--- src/rtl/scope_trigger_ctrl.sv ---
// Oscilloscope trigger/capture controller: holdoff, edge trigger with auto timeout,
// one-frame capture into a display frame buffer, and a display handshake.
module scope_trigger_ctrl #(
    parameter int unsigned DATA_W       = 12,
    parameter int unsigned DEPTH        = 640,
    parameter int unsigned ADDR_W       = 10,
    parameter int unsigned HOLDOFF      = 4,
    parameter int unsigned AUTO_TIMEOUT = 1000
) (
    input  logic              clock,
    input  logic              reset_n,
    input  logic              sample_en,
    input  logic [DATA_W-1:0] sample_in,
    input  logic [DATA_W-1:0] trig_level,
    input  logic              trig_slope,
    input  logic [1:0]        mode,
    input  logic              arm,
    input  logic              disp_ack,
    output logic              wr_en,
    output logic [ADDR_W-1:0] wr_addr,
    output logic [DATA_W-1:0] wr_data,
    output logic              frame_valid,
    output logic              trig_forced,
    output logic              busy
);
    localparam int unsigned HOLD_W = $clog2(HOLDOFF + 2);
    localparam int unsigned TO_W   = $clog2(AUTO_TIMEOUT + 2);
    localparam logic [1:0]  MODE_AUTO   = 2'b00;
    localparam logic [1:0]  MODE_SINGLE = 2'b10;

    typedef enum logic [2:0] {S_IDLE, S_HOLD, S_WAIT_TRIG, S_CAPTURE, S_DONE} state_t;

    state_t              r_state, w_state_nxt;
    logic [1:0]          r_mode, w_mode_nxt;
    logic                r_slope, w_slope_nxt;
    logic [DATA_W-1:0]   r_level, w_level_nxt;
    logic [HOLD_W-1:0]   r_hold_cnt, w_hold_cnt_nxt;
    logic [TO_W-1:0]     r_to_cnt, w_to_cnt_nxt;
    logic [DATA_W-1:0]   r_prev, w_prev_nxt;
    logic                r_prev_valid, w_prev_valid_nxt;
    logic [ADDR_W-1:0]   r_addr, w_addr_nxt;
    logic                r_wr_en, w_wr_en_nxt;
    logic [ADDR_W-1:0]   r_wr_addr, w_wr_addr_nxt;
    logic [DATA_W-1:0]   r_wr_data, w_wr_data_nxt;
    logic                r_frame_valid, r_trig_forced, w_trig_forced_nxt, r_busy;
    logic                w_rise, w_fall, w_hit, w_timeout;

    // Edge detection against the level latched at the last IDLE visit
    assign w_rise    = r_prev_valid && (r_prev < r_level) && (sample_in >= r_level);
    assign w_fall    = r_prev_valid && (r_prev > r_level) && (sample_in <= r_level);
    assign w_hit     = r_slope ? w_fall : w_rise;
    assign w_timeout = (r_mode == MODE_AUTO) && (r_to_cnt == TO_W'(AUTO_TIMEOUT - 1));

    always_ff @(posedge clock) begin
        if (!reset_n) r_state <= S_IDLE;
        else          r_state <= w_state_nxt;
    end

    always_comb begin
        w_state_nxt       = r_state;
        w_mode_nxt        = r_mode;
        w_slope_nxt       = r_slope;
        w_level_nxt       = r_level;
        w_hold_cnt_nxt    = r_hold_cnt;
        w_to_cnt_nxt      = r_to_cnt;
        w_prev_nxt        = r_prev;
        w_prev_valid_nxt  = r_prev_valid;
        w_addr_nxt        = r_addr;
        w_wr_en_nxt       = 1'b0;
        w_wr_addr_nxt     = r_wr_addr;
        w_wr_data_nxt     = r_wr_data;
        w_trig_forced_nxt = r_trig_forced;
        case (r_state)
            S_IDLE: begin
                w_mode_nxt     = mode;
                w_slope_nxt    = trig_slope;
                w_level_nxt    = trig_level;
                w_hold_cnt_nxt = '0;
                if ((mode != MODE_SINGLE) || arm) w_state_nxt = S_HOLD;
            end
            S_HOLD: begin
                if ((HOLDOFF == 0) ||
                    (sample_en && (r_hold_cnt == HOLD_W'(HOLDOFF - 1)))) begin
                    w_state_nxt      = S_WAIT_TRIG;
                    w_prev_valid_nxt = 1'b0;
                    w_to_cnt_nxt     = '0;
                end else if (sample_en) begin
                    w_hold_cnt_nxt = r_hold_cnt + HOLD_W'(1);
                end
            end
            S_WAIT_TRIG: begin
                if (sample_en) begin
                    if (w_hit || w_timeout) begin
                        w_wr_en_nxt       = 1'b1;
                        w_wr_addr_nxt     = '0;
                        w_wr_data_nxt     = sample_in;
                        w_trig_forced_nxt = !w_hit;
                        w_addr_nxt        = ADDR_W'(1);
                        w_state_nxt       = (DEPTH == 1) ? S_DONE : S_CAPTURE;
                    end else begin
                        w_prev_nxt       = sample_in;
                        w_prev_valid_nxt = 1'b1;
                        if (r_mode == MODE_AUTO) w_to_cnt_nxt = r_to_cnt + TO_W'(1);
                    end
                end
            end
            S_CAPTURE: begin
                if (sample_en) begin
                    w_wr_en_nxt   = 1'b1;
                    w_wr_addr_nxt = r_addr;
                    w_wr_data_nxt = sample_in;
                    if (r_addr == ADDR_W'(DEPTH - 1)) w_state_nxt = S_DONE;
                    else                              w_addr_nxt  = r_addr + ADDR_W'(1);
                end
            end
            S_DONE: begin
                if (disp_ack) w_state_nxt = S_IDLE;
            end
            default: w_state_nxt = S_IDLE;
        endcase
    end

    // Datapath and registered outputs; status flags follow the next state
    always_ff @(posedge clock) begin
        if (!reset_n) begin
            r_mode        <= '0;
            r_slope       <= 1'b0;
            r_level       <= '0;
            r_hold_cnt    <= '0;
            r_to_cnt      <= '0;
            r_prev        <= '0;
            r_prev_valid  <= 1'b0;
            r_addr        <= '0;
            r_wr_en       <= 1'b0;
            r_wr_addr     <= '0;
            r_wr_data     <= '0;
            r_frame_valid <= 1'b0;
            r_trig_forced <= 1'b0;
            r_busy        <= 1'b0;
        end else begin
            r_mode        <= w_mode_nxt;
            r_slope       <= w_slope_nxt;
            r_level       <= w_level_nxt;
            r_hold_cnt    <= w_hold_cnt_nxt;
            r_to_cnt      <= w_to_cnt_nxt;
            r_prev        <= w_prev_nxt;
            r_prev_valid  <= w_prev_valid_nxt;
            r_addr        <= w_addr_nxt;
            r_wr_en       <= w_wr_en_nxt;
            r_wr_addr     <= w_wr_addr_nxt;
            r_wr_data     <= w_wr_data_nxt;
            r_frame_valid <= (w_state_nxt == S_DONE);
            r_trig_forced <= w_trig_forced_nxt;
            r_busy        <= (w_state_nxt != S_IDLE);
        end
    end

    assign wr_en       = r_wr_en;
    assign wr_addr     = r_wr_addr;
    assign wr_data     = r_wr_data;
    assign frame_valid = r_frame_valid;
    assign trig_forced = r_trig_forced;
    assign busy        = r_busy;

endmodule

--- config.mk ---
export PLATFORM = sky130hd
export DESIGN_NAME = scope_trigger_ctrl
export DESIGN_NICKNAME = d
export VERILOG_FILES = /design/src/rtl/scope_trigger_ctrl.sv
export SDC_FILE = /design/constraint.sdc
export NUM_CORES = 1
export LEC_CHECK = 0
export BUFFER_PORTS_ARGS = -buffer_cell sky130_fd_sc_hd__buf_2
export CORE_ASPECT_RATIO = 0.75
export CORE_MARGIN = 10
export CORE_UTILIZATION = 30
export DETAILED_ROUTE_END_ITERATION = 10
export MAX_ROUTING_LAYER = met4
export PLACE_DENSITY = 0.47
export SYNTH_ARGS = -nofsm -noshare
export SYNTH_HDL_FRONTEND = slang
export SYNTH_SLANG_ARGS = --single-unit
export TNS_END_PERCENT = 1
--- constraint.sdc ---
create_clock -name clock -period 5.01 [get_ports clock]
set_input_delay 0.2505 -clock clock [delete_from_list [all_inputs] [get_ports clock]]
set_output_delay 0.2505 -clock clock [all_outputs]
set_load 0.01 [all_outputs]
---- Yosys cells after proc, flatten, opt, wreduce, memory -nomap -nowiden ----
Cells that the tools add are included.
cells by class
  $lt $le $gt $ge ......................... 4
  reduce and logical (&&, ||, !) cells .... 22
  equality and inequality tests ........... 18
  muxes and demuxes ....................... 38
  add/sub/neg operators ................... 3
  bitwise operators ....................... 1
operator list
  kind                   count
  $mux 10                11
  $pmux 10 s2            3
  $mux 12                3
  $mux 3                 9
  $pmux 12 s2            1
  $add 10x1->10 const B  2
  $eq 10x10->1 const B   2
  $ne 2x2->1 const B     10
  $pmux 3 s5             1
  $ge 12x12->1           1
  $gt 12x12->1           1
  $le 12x12->1           1
  $lt 12x12->1           1
  $reduce_and 5->1       2
  $eq 3x2->1 const B     3
  $reduce_and 3->1       3
  $reduce_and 4->1       2
  $mux 1                 7
  $eq 3x3->1 const B     2
  $logic_and 1x1->1      6
  $pmux 3 s2             1
  $reduce_bool 2->1      3
  $pmux 1 s2             2
  $add 3x1->3 const B    1
  other kinds (7)        8
storage, ports and cells
  output and inout port bits .............. 26
  input bits .............................. 32
  register bits after elaboration ......... 80
  logic and storage cells ................. 101

---- Depth between registers and ports, before layout ----
Gate-level depths: netlist of run 1.
  depth after elaboration ................. 9
  mapped depth ............................ 12
  gate-level depth less buffers ........... 10

---- Worst setup path after synthesis of run 1 ----
Ideal clock, no wire load.
  path type ............................... register to register
  start point ............................. reg r_level[5]
  end point ............................... reg r_addr[8]
  library setup time ...................... 0.070 ns
  data required time ...................... 4.940 ns
  data arrival time ....................... 2.545 ns
  setup slack ............................. 2.396 ns
  path buffers ............................ 1
  cell stages (with the launch flop) ...... 12
  clock period less this slack ............ 2.614 ns
  cells stage by stage .................... dfxtp_1 inv_1 ha_1 a21o_1 nand3_1 a21oi_1 or4b_4 xor2_2 o32ai_1 buf_2 or4_1 a21oi_1
on the way
  word-level cells in the longest chain between the ends .. 7
  elaborated cells between the ends (all ways) .. 12
  those cells by class .................... order compare (4); eq/ne (1); mux (1); reduce/logical (6)
ends and longest elaborated chain
  what                                                      RTL line  RTL
  start, declared                                           36        logic [DATA_W-1:0] r_level, w_level_nxt;
  start signal, assigned                                    143       r_level <= w_level_nxt;
  $lt 12x12->1 / $gt 12x12->1 (equally long branches)       49, 50
  $logic_and 1x1->1, on equally long branches (2 in a row)  49, 50
  $mux 1 (*)                                                51        assign w_hit = r_slope ? w_fall : w_rise;
  $logic_or 1x1->1 (*)                                      93        if (w_hit || w_timeout) begin
  $ne 2x2->1 (no line) (*)                                  n/a
  $reduce_and 5->1 (no line) (*)                            n/a
  end signal, assigned                                      148       r_addr <= w_addr_nxt;
  end, declared                                             41        logic [ADDR_W-1:0] r_addr, w_addr_nxt;
Mark *: on every way between the ends. The rest lies on a longest branch, timed or not.
A chain may end at the register's enable or synchronous reset.

---- Worst setup path after layout of run 1 ----
  start point ............................. reg r_level[5]
  end point ............................... reg r_wr_data[6], in the netlist wr_data[6]
on the way
  word-level cells in the longest chain between the ends .. 7
  elaborated cells between the ends (all ways) .. 12
  those cells by class .................... order compare (4); eq/ne (1); mux (1); reduce/logical (6)
ends and longest elaborated chain
  what                                                      RTL line  RTL
  $lt 12x12->1 / $gt 12x12->1 (equally long branches)       49, 50
  $logic_and 1x1->1, on equally long branches (2 in a row)  49, 50
  $mux 1 (*)                                                51
  $logic_or 1x1->1 (*)                                      93
  $ne 2x2->1 (no line) (*)                                  n/a
  $reduce_and 4->1 (no line) (*)                            n/a
  end signal, assigned                                      151       r_wr_data <= w_wr_data_nxt;
  end, declared                                             44        logic [DATA_W-1:0] r_wr_data, w_wr_data_nxt;
Marks and branches as above.

==> results of run 1 <==
## placed cells by master, fill, tap and decap left out, types with 3 or more instances in the layout
cell,instances
nand2_1,93
dfxtp_1,80
buf_2,57
o21ai_0,35
a21oi_1,30
nand3_1,28
ha_1,28
a21boi_0,27
inv_1,21
mux2i_1,17
nor2_1,10
o31ai_1,10
or4_1,10
nand4_1,9
clkbuf_16,9
or3_1,8
nor2b_1,7
and2_1,7
and3_1,7
buf_4,6
nor3_1,5
o21a_1,3
nand2b_1,3
bufinv_16,3
## cells in the mapped netlist, types with 9 or more instances
cell / number / area share
a21boi_0: 27 / 0.049
a21oi_1: 30 / 0.036
nor2_1: 10 / 0.0091
inv_1: 21 / 0.019
nand3_1: 28 / 0.034
mux2i_1: 17 / 0.041
o21ai_0: 35 / 0.042
ha_1: 28 / 0.085
dfxtp_1: 80 / 0.39
nand4_1: 9 / 0.014
nand2_1: 93 / 0.085
o31ai_1: 10 / 0.018
or4_1: 10 / 0.018
clkbuf_1: 21 / 0.019
## sequential cells by signal (all words and copies together), names as in the netlist
name          count
r_hold_cnt        3
r_level          12
busy              1
wr_en             1
wr_addr          10
trig_forced       1
r_slope           1
wr_data          12
r_to_cnt         10
r_prev           12
r_state           3
r_prev_valid      1
r_mode            2
frame_valid       1
r_addr           10
## worst register-to-register path: stages (launching register included)
cell,delay (ps)
dfxtp_1,330
inv_1,70
ha_1,290
a21o_1,180
nand3_1,70
a21oi_1,80
or4b_4,560
xor2_2,190
a2bb2oi_1,170
buf_4,200
a21oi_2,810
mux2i_1,290
## through the flow
step / cell area (sq um) / total power, mW / hold slack, ps
2_1_floorplan: 4130 / 0.743 / 389
4_1_cts: 4900 / 1.54 / 157
3_3_place_gp: 4560 / 0.783 / 443
3_5_place_dp: 4560 / 0.785 / 449
6_report: 4900 / 1.52 / 168
5_1_grt: 4900 / 1.58 / 169
## worst max-delay path by stage
stage                     cells past startpoint  slack (ps)         start         end
after global routing                         10        1350    r_level[9]  wr_addr[9]
after CTS                                    10        1650    r_level[5]  wr_addr[9]
final                                        11        1710    r_level[5]  wr_data[6]
after detailed placement                     10        1660  sample_in[9]  wr_addr[6]
after global placement                       10        1680  sample_in[5]  wr_addr[3]
after floorplan                              11        2400    r_level[5]   r_addr[8]
## power breakdown
part	switching [mW]	internal, mW	leakage [nW]	total (mW)
logic	0.0711	0.0468	1.19	0.118
clock network	0.250	0.498	0.163	0.748
registers	0.00747	0.645	0.648	0.653
total	0.328	1.19	2.00	1.52
## routing by layer
metal  track usage  vias to the layer above  part of all wire
li1              -                     1863                 -
met1         0.180                     1627              0.56
met2         0.161                       83              0.39
met3        0.0250                        2             0.047
met4        0.0333                        0            0.0049
met5             -                        -                 0
## layout make-up
type | instances | area (sq um) | area share
inverter | 21 | 78.8 | 0.0161
clock inverter | 3 | 90.1 | 0.0184
multi-input combinational | 370 | 2330 | 0.476
timing repair buffer | 63 | 330 | 0.0674
tap | 175 | 219 | 0.0447
sequential | 80 | 1600 | 0.327
clock buffer | 12 | 246 | 0.0503
## cells by family (layout without fill, tap and decap cells)
group	Yosys count	after routing	synth area share
AND/OR/NAND/NOR	199	199	0.240
AO/OA/AOI/OAI	123	123	0.191
flip-flops	80	80	0.388
buffers and inverters	48	99	0.0461
adder cells (fa/ha/maj)	28	28	0.0849
multiplexers	18	18	0.0440
XOR/XNOR	2	2	0.00607
==> flow_metrics.py, run 1 <==
metrics = {
    "detailed_routing": {
        "dr.pass1.iters": 4,
        "post_drt_wl_per_cell_um": 15.6,
        "drt_iter0_drc": 262,
        "vias": 3575,
        "wl_mm": 11.3,
        "drc": 0,
        "viasPerCell": 4.94,
        "drtAntennaViolNets": 0,
    },
    "setup_path": {
        "cp-start-kind": "register",
        "rr_endpoint": "wr_data[6]",
        "worstPathArrival_ps": 3550,
        "cpPeakStageDelay_ps": 810,
        "critPathMaxFanout": 14,
        "timing.critical_path.buf_inv": 2,
        "r2r_slack_ps": 1710,
        "end_kind": "register",
        "cp_cell_sequence": "inv_1 > ha_1 > a21o_1 > nand3_1 > a21oi_1 > or4b_4 > xor2_2 > a2bb2oi_1 > buf_4 > a21oi_2 > mux2i_1",
        "rr_worst_depth": 11,
        "r2r_start": "r_level[5]",
        "critPathKind": "register to register",
        "crit_slowest_cell": "a21oi_2",
        "cp_data_required_time_ps": 5260,
        "critPathTopFamily": "compound AO/OA/AOI/OAI gates",
    },
    "grt": {
        "grt_pass1_vias": 3461,
        "grt_start_max_net_pins": 73,
        "antenna_found_initial": 0,
        "track_usage": 0.122,
        "grt-ovfl-total": 0,
        "grt_pass1_wl_mm": 18.2,
    },
    "sta": {
        "finalSetupTns_ps": 0,
        "slew_headroom": 0.211,
        "rsz0062_at_grt": "false",
        "fmax_mhz": 303,
        "setup_ws_ps": 1710,
        "skew_ps": 8.06,
        "fin_crit_sh": 0.659,
        "maxSlewViolCount": 0,
        "tightestPinTransition_ps": 1180,
        "setup_viol_count_final": 0,
        "timing_hold_violations_final": 0,
        "post-route-min-period_ps": 3300,
    },
    "hold_path": {
        "holdPathEnd": "r_level[4]",
        "hp-class": "primary input to register",
        "hold_path.startpoint": "trig_level[4]",
        "hold_path_depth": 3,
    },
    "clock_tree": {
        "clockRootBuffer": "clkbuf_16",
        "clk_latency_ps": 330,
        "cts_resized": 0,
        "holdBufCountCts": 0,
        "htree_num_levels": 3,
        "cts_tree": "done",
        "cts_made_buffers": 9,
        "clockBufferDepth": 2,
        "post_cts_buffers": 0,
        "path_clk_slew_ps": 60,
        "cts_sinks": 80,
    },
    "yosys": {
        "async_reset_ff_frac": 0,
        "ys_warn_count": 0,
        "syn_inst": 498,
        "synth_edf_count": 0,
        "syn_area_sq_um": 4130,
        "syn_area_per_cell_sq_um": 8.29,
        "synthFlopType": "dfxtp_1",
        "yosysSeqAreaShare": 0.388,
        "yosysUniqueCellTypes": 49,
        "synth_nets": 558,
        "synth_seq_cells": 80,
    },
    "finish": {
        "antennaDiodeCount": 0,
        "fillers": 1433,
        "drive_above_1_share": 0.160,
        "utilization": 0.360,
        "finalNetCount": 605,
        "stdcell_count": 724,
        "area_growth_syn_to_layout_pct": 18.8,
    },
    "placement": {
        "dp_cells": 709,
        "place_congestion": 0.824,
        "port_buffers": 57,
        "place.detailed.hpwl_mm": 8.26,
        "dp_slack_ps": 1660,
    },
    "floorplan": {
        "dieHeight_um": 122,
        "coreArea_sq_um": 13600,
        "die_area_sq_um": 18900,
        "fp.dieW_um": 155,
        "initial_core_util": 0.303,
        "io_pins": 58,
        "rows": 37,
    },
    "power_and_ir_drop": {
        "irDropWorstVdd_v": 0.000156,
        "p_per_area_nw_per_um2": 310,
        "p_leak_nw": 2.00,
    },
    "status": {
        "status": "completed",
    },
    "flow_run": {
        "maxCapViolCount": 0,
    },
}
Power figures use the tool's default switching activity.
==> inputs of run 2 (changes only) <==
Settings changed: ABC_AREA set to 1.
Clock period 5.01 ns to 3.3 ns, I/O delays scaled along.
==> run 2 against run 1 <==
Compared with the run above:
- first-iteration DRC count grew 4.6%
- core utilization grew 0.20 points
- synthesized cell count grew 14%
- clock power grew 58%
- cell count grew 10%
- worst setup slack lost 920 ps
==> flow_metrics.py, run 2 <==
metrics = {
    "finish": {
        "area_growth_syn_to_layout_pct": 18.2,
        "drive_above_1_share": 0.188,
        "multi_input_area_sq_um": 2250,
        "antennaDiodeCount": 0,
        "fillers": 1434,
        "final_area_sq_um": 4960,
        "stdcell_count": 799,
        "seqCellArea_sq_um": 1600,
        "final_cell_mix": "nand2_1, nor2_1, dfxtp_1",
        "finalNetCount": 679,
        "final_common_cell": "nand2_1",
        "utilization": 0.362,
    },
    "setup_path": {
        "r2r_start": "r_level[11]",
        "critPathLaunch": "r_level[11]",
        "cp_data_required_time_ps": 3580,
        "rr_worst_depth": 14,
        "worstPathArrival_ps": 2790,
        "critPathMaxFanout": 17,
        "critPathKind": "register to register",
        "end_kind": "register",
        "cp-start-kind": "register",
        "rr_endpoint": "r_prev[0]",
        "r2r_slack_ps": 790,
    },
    "clock_tree": {
        "path_clk_slew_ps": 60,
        "holdBufCountCts": 0,
        "clk_latency_ps": 340,
        "htree_num_levels": 3,
        "post_cts_buffers": 0,
        "clockBufferDepth": 2,
        "clockRootBuffer": "clkbuf_16",
        "cts_made_buffers": 9,
        "cts_sinks": 80,
        "cts_resized": 0,
        "cts_tree": "done",
    },
    "yosys": {
        "synth_nets": 629,
        "async_reset_ff_frac": 0,
        "synthFlopType": "dfxtp_1",
        "ys_warn_count": 0,
        "synth.most_common_cell": "nand2_1",
        "synth_top_area_frac": 0.381,
        "ys_top_cells_by_area": "dfxtp_1, nand2_1, ha_1, nor2_1, a21oi_1",
        "yosysUniqueCellTypes": 40,
        "synth_seq_cells": 80,
        "yosys.area.top_type": "dfxtp_1",
        "yosysSeqAreaShare": 0.381,
        "synth_edf_count": 0,
        "syn_inst": 569,
        "syn_area_per_cell_sq_um": 7.38,
        "syn_area_sq_um": 4200,
        "synth_common_cells": "nand2_1, nor2_1, dfxtp_1, inv_1, a21oi_1",
    },
    "sta": {
        "fin_crit_sh": 0.761,
        "fmax_mhz": 398,
        "slew_headroom": 0.417,
        "post-route-min-period_ps": 2510,
        "timing_hold_violations_final": 0,
        "finalSetupTns_ps": 0,
        "rsz0062_at_grt": "false",
        "setup_viol_count_final": 0,
        "maxSlewViolCount": 0,
        "setup_ws_ps": 787,
        "skew_ps": 6.83,
        "tightestPinTransition_ps": 873,
    },
    "hold_path": {
        "hp-class": "primary input to register",
        "holdPathEnd": "r_mode[1]",
        "hold_path.startpoint": "mode[1]",
        "hold_path_depth": 3,
    },
    "detailed_routing": {
        "dr.pass1.iters": 4,
        "drt_iter0_drc": 274,
        "vias": 3759,
        "drc": 0,
        "wl_mm": 11.5,
        "viasPerCell": 4.70,
        "post_drt_wl_per_cell_um": 14.3,
        "drtAntennaViolNets": 0,
    },
    "grt": {
        "antenna_found_initial": 0,
        "track_usage": 0.127,
        "grt_pass1_wl_mm": 18.8,
        "grt_pass1_vias": 3621,
        "grt_start_max_net_pins": 45,
        "grt-ovfl-total": 0,
    },
    "floorplan": {
        "initial_core_util": 0.306,
        "coreArea_sq_um": 13700,
        "die_area_sq_um": 19200,
        "rows": 37,
        "io_pins": 58,
        "dieHeight_um": 122,
        "fp.dieW_um": 157,
    },
    "power_and_ir_drop": {
        "irDropWorstVdd_v": 0.000230,
        "p_per_area_nw_per_um2": 487,
        "seqPwrFrac": 0.415,
        "power_frac_comb": 0.096,
        "swShare": 0.241,
        "p_leak_nw": 2.19,
        "p_sw_mw": 0.583,
        "internal-power_mw": 1.83,
        "clkPwrFrac": 0.489,
    },
    "placement": {
        "placed_cell_area_sq_um": 4610,
        "dp_cells": 783,
        "place.detailed.hpwl_mm": 8.57,
        "port_buffers": 57,
        "place_congestion": 0.877,
        "dp_slack_ps": 827,
    },
    "status": {
        "status": "completed",
    },
    "flow_run": {
        "maxCapViolCount": 0,
    },
}
==> run 2: cell types whose count changed after synthesis, moves of 15 or more <==
cell,previous run,this run
a21oi_1,30,48
o21ai_0,35,20
a21boi_0,27,0
mux2i_1,17,0
inv_1,21,53
o21ai_1,2,22
nand3_1,28,10
nor2_1,10,81
==> run 2: critical path, cell delays in order, from the launching register on <==
cell	delay (ps)
dfxtp_1	310
inv_1	60
ha_1	300
nand2_1	70
nor2_1	230
nand2_1	120
inv_2	70
nand2_1	50
nand3_1	60
nor2_1	50
nand2_2	110
nand4_4	260
nor2_2	500
o21ai_0	140
nor2_1	100
==> run 2: cell type report <==
class | count | share of cell area
Multi-Input combinational cell | 408 | 0.453
Sequential cell | 80 | 0.323
Timing Repair Buffer | 60 | 0.0620
Clock buffer | 10 | 0.0482
Inverter | 60 | 0.0464
Tap cell | 175 | 0.0441
Clock inverter | 6 | 0.0234
==> run 2: how the worst max path moves through the flow <==
| stage | depth (start not counted) | end |
|---|---|---|
| after floorplan | 16 | wr_data[8] |
| after global placement | 14 | r_prev[1] |
| after detailed placement | 14 | r_prev[0] |
| after CTS | 14 | r_prev[0] |
| after global routing | 14 | r_prev[1] |
| final | 14 | r_prev[0] |
==> run 2: logic make-up after synthesis <==
logic type      count (synthesis)  synth area share
simple gates                  263             0.289
compound gates                105             0.138
buf+inv                        81            0.0831
flops                          80             0.381
fa+ha+maj                      28            0.0834
xor+xnor                       12            0.0250
==> run 2: metrics by stage <==
step                      power [mW]  hold WS, ps
final                           2.42         87.6
after global routing            2.53         91.7
after detailed placement        1.26          448
after global placement          1.25          422
after floorplan                 1.18          300
after CTS                       2.45         80.5
==> run 2: metal layers <==
metal / routed length (um) / GRT usage / share of wire
met4: 127 / 0.0353 / 0.011
met5: 0 / - / 0
met1: 6030 / 0.176 / 0.53
met2: 4760 / 0.176 / 0.41
met3: 554 / 0.0350 / 0.048
==> run 2: power groups by stage <==
| stage | logic [mW] | registers, mW | clock network (mW) |
|---|---|---|---|
| 2_1_floorplan | 0.158 | 1.02 | 0 |
| 3_5_place_dp | 0.232 | 1.02 | 0 |
| 4_1_cts | 0.234 | 1.00 | 1.22 |
| 6_report | 0.232 | 1.00 | 1.18 |
| 3_3_place_gp | 0.227 | 1.02 | 0 |
| 5_1_grt | 0.266 | 1.00 | 1.26 |
==> inputs of run 3 (changes only) <==
Settings changed: ABC_AREA 1 to 0, PLACE_DENSITY 0.47 to 0.49.
Clock period 3.3 ns to 2.02 ns, I/O delays scaled along.
==> run 3 against run 2 <==
Compared with the run above:
- the run now ends with negative setup slack left
- sequential cell count stayed put
- hold slack got worse by 83 ps
- global-route usage barely moved
- design area rose by 13%
- sequential share of layout area decreased by 3.5 points
- cell count is 2.5% lower
- critical path type unchanged
- highest routed layer unchanged
==> flow_metrics.py, run 3 (same netlist as run 1, synthesis figures left out) <==
metrics = {
    "detailed_routing": {
        "drc": 0,
        "dr.pass1.iters": 5,
        "post_drt_wl_per_cell_um": 15.5,
        "wl_mm": 12.1,
        "viasPerCell": 5.00,
        "drtAntennaViolNets": 0,
        "vias": 3895,
        "drt_iter0_drc": 204,
    },
    "floorplan": {
        "io_pins": 58,
        "initial_core_util": 0.303,
        "coreArea_sq_um": 13600,
        "rows": 37,
        "die_area_sq_um": 18900,
        "dieHeight_um": 122,
        "fp.dieW_um": 155,
    },
    "finish": {
        "final_area_sq_um": 5580,
        "area_growth_syn_to_layout_pct": 35.3,
        "final_cell_mix": "nand2_1, dfxtp_1, buf_2",
        "final_common_cell": "nand2_1",
        "antennaDiodeCount": 0,
        "utilization": 0.410,
        "fillers": 1398,
        "finalNetCount": 659,
        "drive_above_1_share": 0.298,
        "stdcell_count": 779,
    },
    "setup_path": {
        "worstPathArrival_ps": 3000,
        "r2r_start": "r_level[1]",
        "cpPeakStageDelay_ps": 540,
        "cp_data_required_time_ps": 2290,
        "rr_endpoint": "r_addr[2]",
        "end_kind": "register",
        "crit_slowest_cell": "or4b_4",
        "cp_cell_sequence": "inv_2 > ha_4 > nor2b_4 > o211ai_2 > a211oi_2 > or4b_4 > xor2_4 > o32ai_4 > buf_6 > or4_1 > a21oi_1",
        "cp-start-kind": "register",
        "critPathMaxFanout": 8,
        "critPathKind": "register to register",
        "rr_worst_depth": 11,
        "r2r_slack_ps": -710,
    },
    "clock_tree": {
        "holdBufCountCts": 0,
        "clockRootBuffer": "clkbuf_16",
        "cts_tree": "done",
        "path_clk_slew_ps": 70,
        "clk_latency_ps": 340,
        "clockBufferDepth": 2,
        "cts_sinks": 80,
        "htree_num_levels": 3,
        "cts_made_buffers": 9,
    },
    "sta": {
        "rsz0062_at_grt": "true",
        "post-route-min-period_ps": 2730,
        "skew_ps": 9.09,
        "fin_crit_sh": 1.35,
        "setup_ws_ps": -708,
        "setup_viol_count_final": 59,
        "slew_headroom": 0.543,
        "timing_hold_violations_final": 0,
        "fmax_mhz": 367,
        "maxSlewViolCount": 0,
        "tightestPinTransition_ps": 686,
    },
    "placement": {
        "dp_slack_ps": -841,
        "placed_cell_area_sq_um": 4980,
        "place.detailed.hpwl_mm": 8.97,
        "port_buffers": 57,
        "dp_cells": 754,
        "place_congestion": 0.887,
    },
    "hold_path": {
        "hp-class": "primary input to register",
        "hold_path.startpoint": "trig_level[5]",
        "hold_path_depth": 3,
        "holdPathEnd": "r_level[5]",
    },
    "status": {
        "violations": "negative setup slack",
        "status": "finished, violations left",
    },
    "power_and_ir_drop": {
        "fin_total_pwr_mw": 3.77,
        "p_leak_nw": 2.32,
        "irDropWorstVdd_v": 0.000400,
        "p_per_area_nw_per_um2": 675,
    },
    "grt": {
        "track_usage": 0.127,
        "grt_start_max_net_pins": 39,
        "grt_pass1_vias": 3760,
        "antenna_found_initial": 0,
        "grt-ovfl-total": 0,
        "grt_pass1_wl_mm": 19.2,
    },
    "flow_run": {
        "maxCapViolCount": 0,
    },
}
run 3: worst max path at each step:
stage	start	end	slack, ps	cells past startpoint
6_report	r_level[1]	r_addr[2]	-710	11
4_1_cts	r_level[1]	r_addr[4]	-680	11
3_5_place_dp	r_level[9]	wr_addr[1]	-840	10
3_3_place_gp	r_level[9]	wr_addr[2]	-750	10
2_1_floorplan	r_level[1]	r_addr[2]	-530	11
5_1_grt	r_level[1]	r_addr[2]	-810	11
run 3: critical path: cells and delay by family (launching register included):
kind / cells / cell delay [ps]
AOI/OAI and AO/OA: 4 / 530
xor gates and xnor gates: 1 / 280
adders and majority gates: 1 / 200
buffers and inverters: 2 / 210
DFF: 1 / 330
and+or+nand+nor: 3 / 1120
run 3: layout make-up:
class | count | area [sq um] | share of cell area
well taps | 175 | 219 | 0.0392
clock buffers | 10 | 239 | 0.0428
inverters | 21 | 78.8 | 0.0141
repair buffers | 117 | 796 | 0.143
flip-flops and latches | 80 | 1610 | 0.288
clock inverters | 6 | 76.3 | 0.0137
multi-input cells | 370 | 2570 | 0.460
run 3: what timing repair did:
action	CTS	global route
pin swaps	8	28
setup endpoints to repair	59	59
cloned	0	1
setup buffers	1	7
resized for setup	13	43
run 3: where the power goes:
group | leakage [nW] | total (mW) | internal, mW | switching, mW
clock network | 0.155 | 1.72 | 1.01 | 0.709
logic | 1.52 | 0.435 | 0.213 | 0.222
registers | 0.650 | 1.62 | 1.60 | 0.0154
total | 2.32 | 3.77 | 2.82 | 0.946
run 3: stage by stage:
step / setup TNS (ps) / hold WS (ps)
5_1_grt: -40980 / 15.8
3_3_place_gp: -37160 / 351
3_5_place_dp: -39180 / 358
4_1_cts: -34460 / 1.00
6_report: -33770 / 5.00
2_1_floorplan: -23560 / 238
run 3: routing by layer:
layer  global-route usage  vias up  part of all wire
li1                     -     1966                 -
met1                0.186     1830              0.54
met2                0.173       91              0.41
met3               0.0292        8             0.048
met4               0.0251        0            0.0070
met5                    -        -                 0
